===== config.mk =====
export PLATFORM = sky130hd
export DESIGN_NAME = bcg_writer
export DESIGN_NICKNAME = d
export VERILOG_FILES = /design/src/rtl/bcg_writer.sv
export SDC_FILE = /design/constraint.sdc
export NUM_CORES = 1
export LEC_CHECK = 0
export CAP_MARGIN = 20
export CORE_ASPECT_RATIO = 0.6
export CORE_MARGIN = 10
export CORE_UTILIZATION = 36
export DETAILED_ROUTE_END_ITERATION = 6
export PLACE_DENSITY = 0.68
export SKIP_CTS_REPAIR_TIMING = 1
export SYNTH_ARGS = -nofsm -noshare
export SYNTH_HDL_FRONTEND = slang
export SYNTH_SLANG_ARGS = --single-unit

===== constraint.sdc =====
create_clock -name clk -period 2.15 [get_ports clk]
set_input_delay 0.5375 -clock clk [delete_from_list [all_inputs] [get_ports clk]]
set_output_delay 0.5375 -clock clk [all_outputs]
set_load 0.01 [all_outputs]

===== src/rtl/bcg_writer.sv =====
// bcg_writer: write-side controller for the background VRAM.
//
// Accepts one command at a time and turns it into VRAM write-port traffic:
//   SET_TILE  (op 0) : one write of data to the tile map at {2'b10,col,row}
//   SET_PAL   (op 1) : read-modify-write of one palette nibble at
//                      {3'b110,col,row[3:0]}
//   WRITE_PIX (op 2) : one write of data to the pattern area at {2'b01,addr}
//   FILL      (op 3) : writes data to all 2048 tile-map bytes, one per cycle
//
// Ports
//   clk, rst            : clock; asynchronous active-low reset
//   cmd_valid/cmd_ready : command handshake
//   cmd_op, cmd_col, cmd_row, cmd_sel, cmd_addr, cmd_data : command fields
//   ram_addr, ram_wdata, ram_we, ram_rdata : VRAM write-side port
//   busy                : command in progress (inverse of cmd_ready)
//   done                : one-cycle pulse on the final write of a command
//   dbg_state           : current FSM state, for observation only
//
// Handshake: a command transfers on a rising edge where cmd_valid and
// cmd_ready are both 1. cmd_ready is high only in IDLE; cmd_valid is ignored
// otherwise, and the cmd_* inputs may change freely once transferred since
// every field is registered on acceptance.
module bcg_writer #(
  parameter int RD_LATENCY = 1
) (
  input  logic        clk,
  input  logic        rst,
  input  logic        cmd_valid,
  output logic        cmd_ready,
  input  logic [1:0]  cmd_op,
  input  logic [5:0]  cmd_col,
  input  logic [4:0]  cmd_row,
  input  logic        cmd_sel,
  input  logic [10:0] cmd_addr,
  input  logic [7:0]  cmd_data,
  output logic [12:0] ram_addr,
  output logic [7:0]  ram_wdata,
  output logic        ram_we,
  input  logic [7:0]  ram_rdata,
  output logic        busy,
  output logic        done,
  output logic [2:0]  dbg_state
);

  typedef enum logic [2:0] {
    IDLE  = 3'd0,
    WR    = 3'd1,
    RD    = 3'd2,
    MERGE = 3'd3,
    FILL  = 3'd4
  } state_t;

  typedef enum logic [1:0] {
    OP_SET_TILE  = 2'd0,
    OP_SET_PAL   = 2'd1,
    OP_WRITE_PIX = 2'd2,
    OP_FILL      = 2'd3
  } op_t;

  // Last value of the read-wait counter before the read data is valid.
  localparam logic [1:0] LAT_LAST = 2'(RD_LATENCY - 1);

  state_t      state_q, state_d;
  logic [10:0] cnt_q,   cnt_d;
  logic [1:0]  lat_q,   lat_d;
  logic [1:0]  op_q,    op_d;
  logic [5:0]  col_q,   col_d;
  logic [4:0]  row_q,   row_d;
  logic        sel_q,   sel_d;
  logic [10:0] addr_q,  addr_d;
  logic [7:0]  data_q,  data_d;

  logic [12:0] pal_addr;

  // Palette entries ignore row[4]: two tile rows share one palette byte row.
  assign pal_addr  = {3'b110, col_q, row_q[3:0]};
  assign dbg_state = state_q;
  assign busy      = ~cmd_ready;

  always_comb begin
    state_d   = state_q;
    cnt_d     = cnt_q;
    lat_d     = lat_q;
    op_d      = op_q;
    col_d     = col_q;
    row_d     = row_q;
    sel_d     = sel_q;
    addr_d    = addr_q;
    data_d    = data_q;
    cmd_ready = 1'b0;
    ram_addr  = 13'd0;
    ram_wdata = 8'd0;
    ram_we    = 1'b0;
    done      = 1'b0;

    case (state_q)
      IDLE: begin
        cmd_ready = 1'b1;
        if (cmd_valid) begin
          op_d   = cmd_op;
          col_d  = cmd_col;
          row_d  = cmd_row;
          sel_d  = cmd_sel;
          addr_d = cmd_addr;
          data_d = cmd_data;
          case (op_t'(cmd_op))
            OP_SET_PAL: begin
              state_d = RD;
              lat_d   = 2'd0;
            end
            OP_FILL: begin
              state_d = FILL;
              cnt_d   = 11'd0;
            end
            default: state_d = WR;
          endcase
        end
      end

      WR: begin
        ram_we    = 1'b1;
        done      = 1'b1;
        ram_wdata = data_q;
        if (op_t'(op_q) == OP_WRITE_PIX) ram_addr = {2'b01, addr_q};
        else                             ram_addr = {2'b10, col_q, row_q};
        state_d   = IDLE;
      end

      // Address is held while the read data travels back from the VRAM.
      RD: begin
        ram_addr = pal_addr;
        if (lat_q == LAT_LAST) state_d = MERGE;
        else                   lat_d   = lat_q + 2'd1;
      end

      MERGE: begin
        ram_addr  = pal_addr;
        ram_we    = 1'b1;
        done      = 1'b1;
        ram_wdata = sel_q ? {ram_rdata[7:4], data_q[3:0]}
                          : {data_q[3:0], ram_rdata[3:0]};
        state_d   = IDLE;
      end

      FILL: begin
        ram_addr  = {2'b10, cnt_q};
        ram_wdata = data_q;
        ram_we    = 1'b1;
        if (cnt_q == 11'h7FF) begin
          done    = 1'b1;
          cnt_d   = 11'd0;
          state_d = IDLE;
        end else begin
          cnt_d   = cnt_q + 11'd1;
        end
      end

      default: state_d = IDLE;
    endcase
  end

  always_ff @(posedge clk or negedge rst) begin
    if (!rst) begin
      state_q <= IDLE;
      cnt_q   <= 11'd0;
      lat_q   <= 2'd0;
      op_q    <= 2'd0;
      col_q   <= 6'd0;
      row_q   <= 5'd0;
      sel_q   <= 1'b0;
      addr_q  <= 11'd0;
      data_q  <= 8'd0;
    end else begin
      state_q <= state_d;
      cnt_q   <= cnt_d;
      lat_q   <= lat_d;
      op_q    <= op_d;
      col_q   <= col_d;
      row_q   <= row_d;
      sel_q   <= sel_d;
      addr_q  <= addr_d;
      data_q  <= data_d;
    end
  end

endmodule

Word level (Yosys, flattened, before mapping):

Index checks and enable logic that the tools add are counted.

* add/sub/neg operators: 2
* eq/ne operators: 14
* mux-type cells: 21
* bitwise logic cells: 1
* reduce and logical (&&, ||, !) cells: 12

Operator list (count)
* $pmux 13 s3: 1
* $mux 11: 3
* $pmux 11 s2: 1
* $pmux 8 s2: 1
* $mux 13: 1
* $add 11x1->11 const B: 1
* $eq 11x11->1 const B: 1
* $mux 3: 3
* $pmux 3 s3: 1
* $mux 8: 1
* $ne 2x2->1 const B: 4
* $eq 3x2->1 const B: 2
* $mux 2: 3
* $pmux 3 s2: 1
* $reduce_and 3->1: 2
* $reduce_or 2->1: 3
* $eq 2x2->1 const B: 2
* $ne 2x1->1 const B: 2
* $pmux 2 s2: 1
* $reduce_and 4->1: 1
* $reduce_bool 2->1: 2
* $eq 3x1->1 const B: 1
* $eq 3x3->1 const B: 1
* $logic_not 3->1: 1
* other kinds (8): 10

* register bits: 49
* input port bits: 44
* output and inout bits: 28

Logic depth before layout (Yosys ltp):

* word-level depth: 4
* depth in mapped cells: 7
* mapped depth without buffers: 5

Worst setup path before layout:

OpenSTA, ideal clock, no wires.

* kind: register -> output
* from: reg state_q[1] (netlist: dbg_state[1])
* to: out ram_addr[10]
* data arrival time: 1.395 ns
* setup slack: 0.217 ns
* cell stages (with the launch flop): 7
* cells stage by stage: dfrtp_1 > buf_2 > nor2_1 > and3_1 > clkbuf_1 > a222oi_1 > inv_1

* longest elaborated chain between the ends: 3
* elaborated cells on any way between the ends: 6

RTL lines
* start, declared: line 63 `state_t state_q, state_d;`
* start signal, assigned: line 174 `state_q <= state_d;`
* $eq 3x2->1: line 96 `case (state_q)`
* $reduce_or 2->1 (no line)
* $pmux 13 s3 (*): line 96
* end, declared: line 36 `output logic [12:0] ram_addr,`

Every way passes the cells marked *; elsewhere a longest branch is shown, timed or not.

Worst setup path after layout:

* from: reg state_q[1] (netlist: dbg_state[1])
* to: out ram_addr[1]

The elaborated chain is that of the path after synthesis.

==> impl_metrics.yaml <==
setup_path:
  cp_top_family: "buffers and inverters"
  worstSetupPathType: "reg -> out"
  cp-end-kind: "primary output"
  path_cells: "buf_6 > nor4b_4 > buf_4 > buf_6 > buf_6 > a22oi_1 > nand2_1 > buf_6"
  critical_path.most_common_cell: "buf_6"
  worstReg2RegEnd: "addr_q[8]"
  cp_data_required_time_ps: 1610
  reg2reg_slack_ps: 110
  crit_end: "ram_addr[1]"
  cp_max_fo: 5
  reg2reg_depth: 7
  startpoint: "dbg_state[1]"
  max_stage_delay_ps: 440
  arrival_ps: 1840
  crit_buf_inv: 5
  slowest_stage: "dfrtp_2"
  start_kind: "flop"
  reg2reg_from: "dbg_state[2]"
  cp.depth: 8
detailed_routing:
  viasPerCell: 5.261
  routed_wl_um: 7882
  drt_iter0_drc: 205
  vias: 2315
  ant_nets: 0
  drc: 0
  dr.pass1.iters: 5
  avgRoutedWirePerCell_um: 17.91
finish:
  final_common_cell: "dfrtp_1"
  most-common-layout-cells: "dfrtp_1 (46), clkdlybuf4s50_1 (45), buf_4 (44)"
  fillCellCount: 556
  instances_no_fill: 440
  multiInputGateArea_sq_um: 1294
  area_delta_synth_final_pct: 55.04
  antenna_cells: 0
  postLayoutCellArea_sq_um: 3948
  seq_area_sq_um: 1230
  drive_gt1_share_pct: 39.94
  fin_nets: 398
die:
  start_util_pct: 37.65
  num_rows: 23
  ios: 72
  core-area_sq_um: 6763
  die_w_um: 128.6
  die_y_um: 85.15
  dieArea_sq_um: 10950
placement:
  port_buffers: 71
  dp_cells: 419
  place_congestion: 0.8392
  hpwl_um: 5636
  dpl_cell_area_sq_um: 3602
clock_network:
  clock_latency_ps: 290
  h-tree-depth: 2
  ctsRootBufferMaster: "clkbuf_16"
  cts_made_buffers: 5
  cts.sinks: 49
  cts_tree: "built"
  cts_buffer_depth: 2
  clk_pin_slew_ps: 70
yosys:
  syn_nets: 280
  synth_xor_area_share_pct: 0.6880
  ys_ff_latch: 49
  muxShareOfSynthArea_pct: 16.56
  synth_top_area_cell: "dfrtp_1"
  synth.distinct_cells: 43
  syn-instance-count: 234
  synth_edf_count: 0
  yosysWarningCount: 0
  ys_top_cells_by_area: "dfrtp_1 (48%), mux2_2 (15%), nand2_1 (4.3%)"
  synthSimpleGateAreaFrac_pct: 15.28
  synth_top_family_by_area: "multiplexers"
  async_reset_ff_share_pct: 100.0
  synthAdderAreaFrac_pct: 0.9828
  synth_compound_area_share_pct: 13.86
  synth_area_per_cell_sq_um: 10.88
  ys_seq_area_share_pct: 48.16
  netlist_area_sq_um: 2546
  netlist.area_leader.share_pct: 48.16
  ys_dominant_reg_cell: "dfrtp_1"
global_routing:
  first_global_vias: 2267
  grt_usage_pct: 13.35
  grt_overflow: 0
  grt_max_degree: 35
  antenna_found_initial: 0
  grt_pass1_wl_um: 12020
power:
  ir_drop_uv: 930.6
  power.density_nw_per_um2: 1424
  p_leak_nw: 1.896
run_status:
  status: "finished, violations left"
  violations: "setup timing"
sta:
  final-hold-violation-count: 0
  clock_skew_ps: 4.386
  rsz0062_at_grt: "true"
  relSlewSlack_pct: 66.58
  max_freq_mhz: 421.3
  min_period_ps: 2374
  whs_ps: 212.5
  tightest_slew_ps: 501.3
  slew_violations: 0
  tns_ps: -2671
  setup_viol_count_final: 20
  period_share_pct: 110.4
  worst_slack_ps: -223.7
min_path:
  hp-class: "in -> async"
job:
  drv_cap: 0
through the flow:
stage	setup WS, ps	power [W]	utilization, %
floorplan	217.4	0.003076	-
global placement	-235.1	0.004447	53.27
detailed placement	-254.6	0.004501	53.27
CTS	-582.4	0.005445	55.87
global route	-281.6	0.005997	58.37
finish	-223.7	0.005622	58.37
synth_stat cells, drive strengths merged, types with 2 or more instances:
library cell	count
dfrtp	49
mux2	33
nand2	29
o21ai	19
buf	10
nor2	9
a222oi	7
nand2b	7
inv	6
a21o	5
a22o	5
a22oi	5
mux2i	5
nand3	5
nor3	5
clkbuf	4
a21oi	3
and2	3
and3	3
nor3b	3
ha	2
nand4	2
o32ai	2
or3	2
xor2	2
logic make-up after synthesis:
logic type	after synthesis
simple gates	73
compound gates	50
flops	49
mux	38
buf+inv	20
xor+xnor	2
fa+ha+maj	2
layout make-up:
class | instances | share of cell area [%]
clock buffer | 6 | 3.518
multi-input combinational | 165 | 32.77
clock inverter | 2 | 0.9509
timing repair buffer | 125 | 28.27
inverter | 6 | 0.5705
tap | 87 | 2.758
sequential | 49 | 31.16
how the worst min path moves through the flow:
stage	from	to	slack, ps	depth (start not counted)
floorplan	rst	addr_q[0]	240	0
detailed placement	row_q[1]	row_q[1]	500	1
finish	rst	lat_q[0]	210	1
global route	rst	addr_q[8]	250	1
global placement	op_q[0]	op_q[0]	480	1
CTS	rst	addr_q[8]	220	1
where the power goes:
group | switching, W | internal (W) | leakage [nW]
sequential | 0.000320 | 0.00132 | 0.599
clock | 0.000345 | 0.000581 | 0.0831
combinational | 0.00136 | 0.00170 | 1.21
total | 0.00202 | 0.00360 | 1.90
sequential cells by signal, indices dropped and copies added (netlist names):
register,flops
dbg_state,3
addr_q,11
col_q,6
row_q,5
cnt_q,11
data_q,8
sel_q,1
op_q,2
lat_q,2
per-layer routing:
| metal | vias to the layer above | track usage [%] | routed length (um) |
|---|---|---|---|
| met2 | 100 | 18.22 | 3399 |
| met5 | - | 0 | 0 |
| met3 | 4 | 5.590 | 734 |
| li1 | 1088 | - | - |
| met4 | 0 | 2.719 | 36 |
| met1 | 1123 | 19.02 | 3712 |
worst register-to-register path: cells and delay by family, from the launching register on:
kind                   cells  cell delay, ps
buffers and inverters      4             550
flip-flops                 1             450
multiplexers               1             390
AND/OR/NAND/NOR            2             540
No activity file was read; power rests on OpenSTA's default activity.
